File: config.mk
export PLATFORM = sky130hd
export DESIGN_NAME = addrcalcsec_idx
export DESIGN_NICKNAME = d
export VERILOG_FILES = /design/src/rtl/addrcalcsec_chk_pkg.sv /design/src/rtl/addrcalcsec_chk_idx.sv
export SDC_FILE = /design/constraint.sdc
export NUM_CORES = 1
export LEC_CHECK = 0
export CAP_MARGIN = 0
export CELL_PAD_IN_SITES_DETAIL_PLACEMENT = 1
export CELL_PAD_IN_SITES_GLOBAL_PLACEMENT = 1
export CORE_MARGIN = 1.5
export CORE_UTILIZATION = 25
export DETAILED_ROUTE_END_ITERATION = 8
export GPL_ROUTABILITY_DRIVEN = 1
export PLACE_DENSITY_LB_ADDON = 0.1
export SETUP_SLACK_MARGIN = 0.4
export SYNTH_ARGS = -nofsm -noshare
export SYNTH_HDL_FRONTEND = slang
export SYNTH_SLANG_ARGS = --single-unit
File: constraint.sdc
create_clock -name vclk -period 9.7
set_input_delay 1.94 -clock vclk [all_inputs]
set_output_delay 1.94 -clock vclk [all_outputs]
set_load 0.1 [all_outputs]
File: src/rtl/addrcalcsec_chk_pkg.sv
// Shared definitions for the address-calc security bounds checker:
// pointer field layout, fault codes and the fault-priority helper.
package addrcalcsec_chk_pkg;

  localparam int unsigned ADDR_W = 44;
  localparam int unsigned PTR_W  = 65;
  localparam int unsigned EXP_W  = 5;
  localparam int unsigned IDX_W  = 7;

  // Pointer layout, MSB first; bit 64 is spare metadata carried through untouched.
  typedef struct packed {
    logic               rsvd;
    logic [EXP_W-1:0]   exp;
    logic [IDX_W-1:0]   low;
    logic [IDX_W-1:0]   hi;
    logic               on_low;
    logic [ADDR_W-1:0]  addr;
  } ptr_t;

  typedef enum logic [1:0] {
    FC_NONE  = 2'd0,
    FC_WIN   = 2'd1,
    FC_UPPER = 2'd2,
    FC_MALF  = 2'd3
  } fcode_e;

  // Fault classification in priority order: malformed, upper bits, window.
  function automatic fcode_e fault_code(
    input logic             chk_en,
    input logic             on_low,
    input logic [IDX_W-1:0] low,
    input logic [IDX_W-1:0] hi,
    input logic [IDX_W-1:0] idx,
    input logic             up_same
  );
    fcode_e fc;
    fc = FC_NONE;
    if (chk_en && on_low) begin
      if (hi < low)                    fc = FC_MALF;
      else if (!up_same)               fc = FC_UPPER;
      else if (idx < low || idx > hi)  fc = FC_WIN;
    end
    return fc;
  endfunction

endpackage

File: src/rtl/addrcalcsec_chk_idx.sv
// Combinational window index and upper-bit extraction for one address:
// idx = addr[exp+11:exp+5], up = addr with all bits below exp+12 cleared.
module addrcalcsec_idx
  import addrcalcsec_chk_pkg::*;
(
  input  logic [ADDR_W-1:0] i_addr,
  input  logic [EXP_W-1:0]  i_exp,
  output logic [IDX_W-1:0]  o_idx,
  output logic [ADDR_W-1:0] o_up
);

  logic [ADDR_W-1:0] w_mask;

  // exp is at most 31, so the shift amounts stay within the address width.
  assign o_idx  = IDX_W'(i_addr >> (6'(i_exp) + 6'd5));
  assign w_mask = ~((ADDR_W'(1) << (6'(i_exp) + 6'd12)) - ADDR_W'(1));
  assign o_up   = i_addr & w_mask;

endmodule

**Word level (Yosys, flattened, before mapping)**

Index checks and enable logic that the tools add are counted.

- Add/sub/neg operators: 3
- Shift operators: 2
- Bitwise gates (word level): 2

Operators with widths:

| cell | count |
|---|---|
| AND 44 bit | 1 |
| inverter 44 bit | 1 |
| << shifter 1 x 6 -> 44 bit, first input constant | 1 |
| right shift 44 x 6 -> 7 bit | 1 |
| subtractor 44 x 2 -> 44 bit, second input constant | 1 |
| adder 5 x 3 -> 6 bit, second input constant | 1 |
| adder 5 x 4 -> 6 bit, second input constant | 1 |

- Register bits after elaboration: 0
- Input port bits: 49
- Output and inout bits: 51
- Word-level logic and storage cells: 7

**Depth between registers and ports, before layout**

Gate-level depths: netlist of the first run.

- Depth in word-level cells: 5
- Mapped depth: 14
- Depth with buffers taken out: 10

**Least setup slack after synthesis of the first run**

No wires, ideal clock.

- Path type: input to output
- From: in i_exp[3]
- To: out o_up[8]
- Arrival: 6.541 ns
- Slack: 1.219 ns
- Cell stages on the path: 13
- Cell sequence: clkbuf_1 -> clkinv_1 -> ha_1 -> clkbuf_1 -> nand2b_1 -> o21ai_1 -> clkbuf_1 -> nand3_1 -> ha_1 -> clkbuf_1 -> nand2_1 -> o21ai_1 -> a221oi_1

- Longest elaborated chain between the ends: 5

RTL lines:

| what | line | RTL |
|---|---|---|
| start: declaration | addrcalcsec_chk_idx.sv:7 | `input logic [EXP_W-1:0] i_exp,` |
| adder 5 x 4 -> 6 bit | addrcalcsec_chk_idx.sv:16 | `assign w_mask = ~((ADDR_W'(1) << (6'(i_exp) + 6'd12)) - ADDR_W'(1));` |
| << shifter 1 x 6 -> 44 bit | addrcalcsec_chk_idx.sv:16 |  |
| subtractor 44 x 2 -> 44 bit | addrcalcsec_chk_idx.sv:16 |  |
| inverter 44 bit | addrcalcsec_chk_idx.sv:16 |  |
| AND 44 bit | addrcalcsec_chk_idx.sv:17 | `assign o_up = i_addr & w_mask;` |
| end: declaration | addrcalcsec_chk_idx.sv:9 | `output logic [ADDR_W-1:0] o_up` |

No other way between the ends.

**Worst setup path after layout of the first run**

- From: in i_exp[3]
- To: out o_up[18]

The elaborated chain is that of the path after synthesis.

==> results.cfg, run 1 <==
[run_status]
status = completed

[detailed_routing]
firstDrtPassIters = 4
routed_wl_um = 10100
vias_per_cell = 5.49
vias = 2637
ant_nets = 0
wl_per_cell_um = 21.0
dr.first_iter.drc_count = 155
drc_errors = 0

[finish]
area_delta_synth_final_pct = 43.9
diodes = 0
final_cell_mix = clkdlybuf4s50_1, nand2_1, nor2_1
seq_cell_count = 0
drive_gt1_share_pct = 19.1
stdcell_count = 480
final_common_cell = clkdlybuf4s50_1
final_nets = 425
regArea_um2 = 0
clock_buffers = 0

[floorplan]
dieArea_um2 = 9450
fp-row-count = 34
fp.dieH_um = 97.2
io_pins = 100
start_util_pct = 25.6
dieWidth_um = 97.2
core_area_um2 = 8680

[synth]
syn_area_per_cell_um2 = 7.55
yosysSeqAreaShare_pct = 0
syn-instance-count = 294
yosysUniqueCellTypes = 52
syn_nets = 345
synth_area_um2 = 2220
yosysWarningCount = 0

[grt]
grt_usage_pct = 21.0
grt_pass1_wl_um = 16000
first_global_vias = 2728
grt_overflow_total = 0
grt_max_degree = 44
antenna_found_initial = 0

[power]
leakage_uw = 0.00122
ir_drop_mv = 0.0502
power.density_nw_per_um2 = 90.4

[timing]
worst_slack_ns = 1.56
tightest_slew_ns = 1.02
rsz0062_at_grt = no
fin_tns_setup_ns = 0
slew_viol_final = 0
setup_violations = 0
max_slew_margin_pct = 31.8
hold_viol = 0
fmax_ghz = 0.123
min_period_over_period_pct = 83.9
min_period_ns = 8.14

[placement]
port_buffers = 100
dp.final_hpwl_um = 8030
pre_cts_ws_ns = 1.58
dp.cells = 480
gp_congestion = 0.899

[critical_path]
cp.arrival_ns = 6.20
cp_num_buf_inv = 4
path_delay_family = buffers and inverters
worst_path_max_delay_cell = nor3_4
critPathMaxFanout = 22
path_cells = clkdlybuf4s50_1 > buf_4 > clkinv_1 > ha_1 > nand2b_1 > o21ai_1 > nand3_1 > ha_1 > o31ai_4 > nor3_4 > nor4_2 > a2111oi_2 > buf_4
crit_type = in2out
crit_path_start_kind = primary input
cp-end-kind = output port
slowest_delay_ns = 0.52
path_depth = 13
cp.required_ns = 7.76

[clocking]
cts-hold-fix-buffers = 0
cts_resized = 0
post_cts_buffers = 0

[hold_path]
min_path_cells = 3
min_path_type = in2out

[flow_run]
maxCapViolCount = 0
routing by layer:
layer	GRT usage [%]	vias up	wire length, um
li1	-	1266	-
met1	31.2	1259	4930
met2	34.7	106	4530
met3	1.01	6	483
met4	1.90	0	112
met5	0	-	0
kinds of logic (layout without fill, tap and decap cells):
| group | after synthesis | after routing | synth area share, % |
|---|---|---|---|
| AO/OA/AOI/OAI | 72 | 72 | 21.9 |
| XOR/XNOR | 7 | 7 | 2.76 |
| adder cells (fa/ha/maj) | 2 | 2 | 1.13 |
| buffers and inverters | 31 | 109 | 6.88 |
| multiplexers | 53 | 53 | 36.0 |
| AND/OR/NAND/NOR | 129 | 129 | 31.2 |
area by class of cell:
type	instances	area (um2)
inverter	5	18.8
multi-input combinational	263	2070
tap	108	135
timing repair buffer	104	973
fill	1084	5490
worst paths after layout:
kind	start	endpoint	slack (ns)
max	i_exp[3]	o_up[18]	1.56
min	i_addr[4]	o_up[4]	4.61
per-stage QoR:
| stage | utilization, % | hold slack (ns) | cell area (um2) | total power (uW) |
|---|---|---|---|---|
| after floorplan | - | 4.11 | 2220 | 210 |
| after global placement | 36.8 | 4.61 | 3190 | 288 |
| after detailed placement | 36.8 | 4.61 | 3190 | 288 |
| after CTS | 36.8 | 4.62 | 3190 | 289 |
| after global routing | 36.8 | 4.64 | 3190 | 302 |
| final | 36.8 | 4.61 | 3190 | 289 |
Yosys cell counts, drive strengths merged (2+ instances only):
cell type	n	area share [%]
xnor2	2	0.79
nand2b	5	1.4
nor4	5	2.7
a211oi	2	0.68
or2	2	0.56
nand3b	2	0.68
and2	15	4.2
o221ai	4	1.6
a21oi	17	4.0
mux4	20	20
o21a	9	3.0
mux2i	21	9.5
nor2b	8	2.3
nand2	37	6.3
clkbuf	10	1.7
a21boi	2	0.68
nor3b	4	1.4
mux2	12	6.3
ha	2	1.1
o21ai	24	5.4
inv	4	0.68
o311a	2	0.90
nor3	4	1.4
and3	6	1.7
nor2	26	4.6
or3	2	0.56
xor2	5	2.0
nand3	10	2.3
buf	16	4.3
o22ai	2	0.56
o211a	3	1.4
power breakdown:
part | internal (uW) | switching, uW
logic | 88.1 | 200
registers | 0 | 0
clock network | 0 | 0
total | 88.1 | 200
(Power assumes the default switching activity.)
==> run 2: changes to the inputs <==
- clock period: 9.7 -> 8.5 ns (I/O delays scaled with it)
==> run 2 against run 1 <==
Compared with the run above: sequential cell count did not move; via count rose by 1.1%; utilization rose by 0.12 points; die area did not move; count of clock-buffer cells in the layout did not move; hold slack got worse by 0.48 ns; global-route usage fell by 0.59 points; sequential share of layout area did not move; largest cell class unchanged; final area rose by 0.31%; critical path depth did not move; critical endpoint unchanged.
==> results.cfg, run 2 (synthesis gave the netlist of run 1 again) <==
[run_status]
status = completed

[critical_path]
crit_type = in2out
slowest_delay_ns = 0.62
crit_top_cell = ha_1
critPathMaxFanout = 24
crit_path_start_kind = primary input
cp.arrival_ns = 5.89
worst_path_max_delay_cell = ha_1
cp-end-kind = output port
cp.required_ns = 6.80
path_cells = clkdlybuf4s50_1 > buf_4 > clkinv_1 > ha_1 > nand2b_1 > nor2_1 > nand2_1 > ha_1 > o31ai_4 > nor3_4 > nor4_2 > a2111oi_2 > buf_12

[grt]
first_global_vias = 2753
grt_max_degree = 44
grt_pass1_wl_um = 15600
grt_overflow_total = 0
antenna_found_initial = 0
grt_usage_pct = 20.4

[power]
switching_share_pct = 69.1
power.density_nw_per_um2 = 103
ir_drop_mv = 0.0508
seqPwrFrac_pct = 0
clockPowerShare_pct = 0
leakage_uw = 0.00125
combPwrFrac_pct = 100.0
p_int_uw = 102
p_switching_uw = 228

[placement]
port_buffers = 100
dp.final_hpwl_um = 7920
pre_cts_ws_ns = 0.944
gp_congestion = 0.883

[finish]
area_delta_synth_final_pct = 44.4
fin_util_pct = 36.9
fillers = 1065
drive_gt1_share_pct = 21.7
diodes = 0
final_common_cell = clkdlybuf4s50_1
clock_buffers = 0
regArea_um2 = 0
final_nets = 426
seq_cell_count = 0
final_cell_mix = clkdlybuf4s50_1, nand2_1, buf_4

[floorplan]
fp.dieH_um = 97.2
dieWidth_um = 97.2
dieArea_um2 = 9450
core_area_um2 = 8680
io_pins = 100
fp-row-count = 34
start_util_pct = 25.6

[timing]
max_slew_margin_pct = 34.2
worst_slack_ns = 0.914
whs_ns = 4.13
fin_tns_setup_ns = 0
min_period_ns = 7.59
slew_viol_final = 0
min_period_over_period_pct = 89.2
rsz0062_at_grt = no
tightest_slew_ns = 0.985
hold_viol = 0
setup_violations = 0
fmax_ghz = 0.132

[detailed_routing]
vias_per_cell = 5.54
ant_nets = 0
vias = 2667
routed_wl_um = 9910
wl_per_cell_um = 20.6
firstDrtPassIters = 4
dr.first_iter.drc_count = 133
drc_errors = 0

[clocking]
cts_resized = 0
cts-hold-fix-buffers = 0
post_cts_buffers = 0

[flow_run]
maxCapViolCount = 0

[hold_path]
min_path_type = in2out
min_path_cells = 3
-- run 2: cell count changes in the layout (fill, tap and decap cells not counted), sizes merged --
cell           delta
buf              +10
clkdlybuf4s50     -9
-- run 2: worst paths after layout --
path                        to       from  slack, ns
worst min-delay path   o_up[4]  i_addr[4]       4.13
worst max-delay path  o_up[18]   i_exp[3]       0.91
-- run 2: cell type report --
type	count	area (um2)	share of cell area [%]
tap	108	135	4.22
multi-input combinational	263	2070	64.5
timing repair buffer	105	983	30.7
inverter	5	18.8	0.586
-- run 2: layer usage --
layer | up-vias | track usage [%] | part of all wire (%)
met4 | 0 | 0.669 | 0.37
met3 | 4 | 1.29 | 4.7
met1 | 1295 | 30.1 | 49
met2 | 105 | 34.4 | 46
li1 | 1263 | - | -
met5 | - | 0 | 0
-- run 2: power by group through the flow --
stage	registers (uW)	logic [uW]	clock network (uW)
2_1_floorplan	0	240	0
3_3_place_gp	0	330	0
3_5_place_dp	0	330	0
4_1_cts	0	331	0
5_1_grt	0	346	0
6_report	0	330	0
-- run 2: worst max-delay path: cells and delay by family --
kind / cells / cell delay, ns
buffers and inverters: 4 / 1.17
AOI/OAI and AO/OA: 2 / 0.72
adders and majority gates: 2 / 1.07
and+or+nand+nor: 5 / 1.21
-- run 2: stage by stage --
| step | total power (uW) | cells | instance area, um2 |
|---|---|---|---|
| floorplan | 240 | 294 | 2220 |
| CTS | 331 | 481 | 3200 |
| finish | 330 | 481 | 3200 |
| global route | 346 | 481 | 3200 |
| detailed placement | 330 | 481 | 3200 |
| global placement | 330 | 481 | 3200 |
==> run 3: changes to the inputs <==
- CAP_MARGIN: 0 -> 20
==> results of run 3 <==
Same layout as run 2: the final DEF is identical, and so are final timing and power.
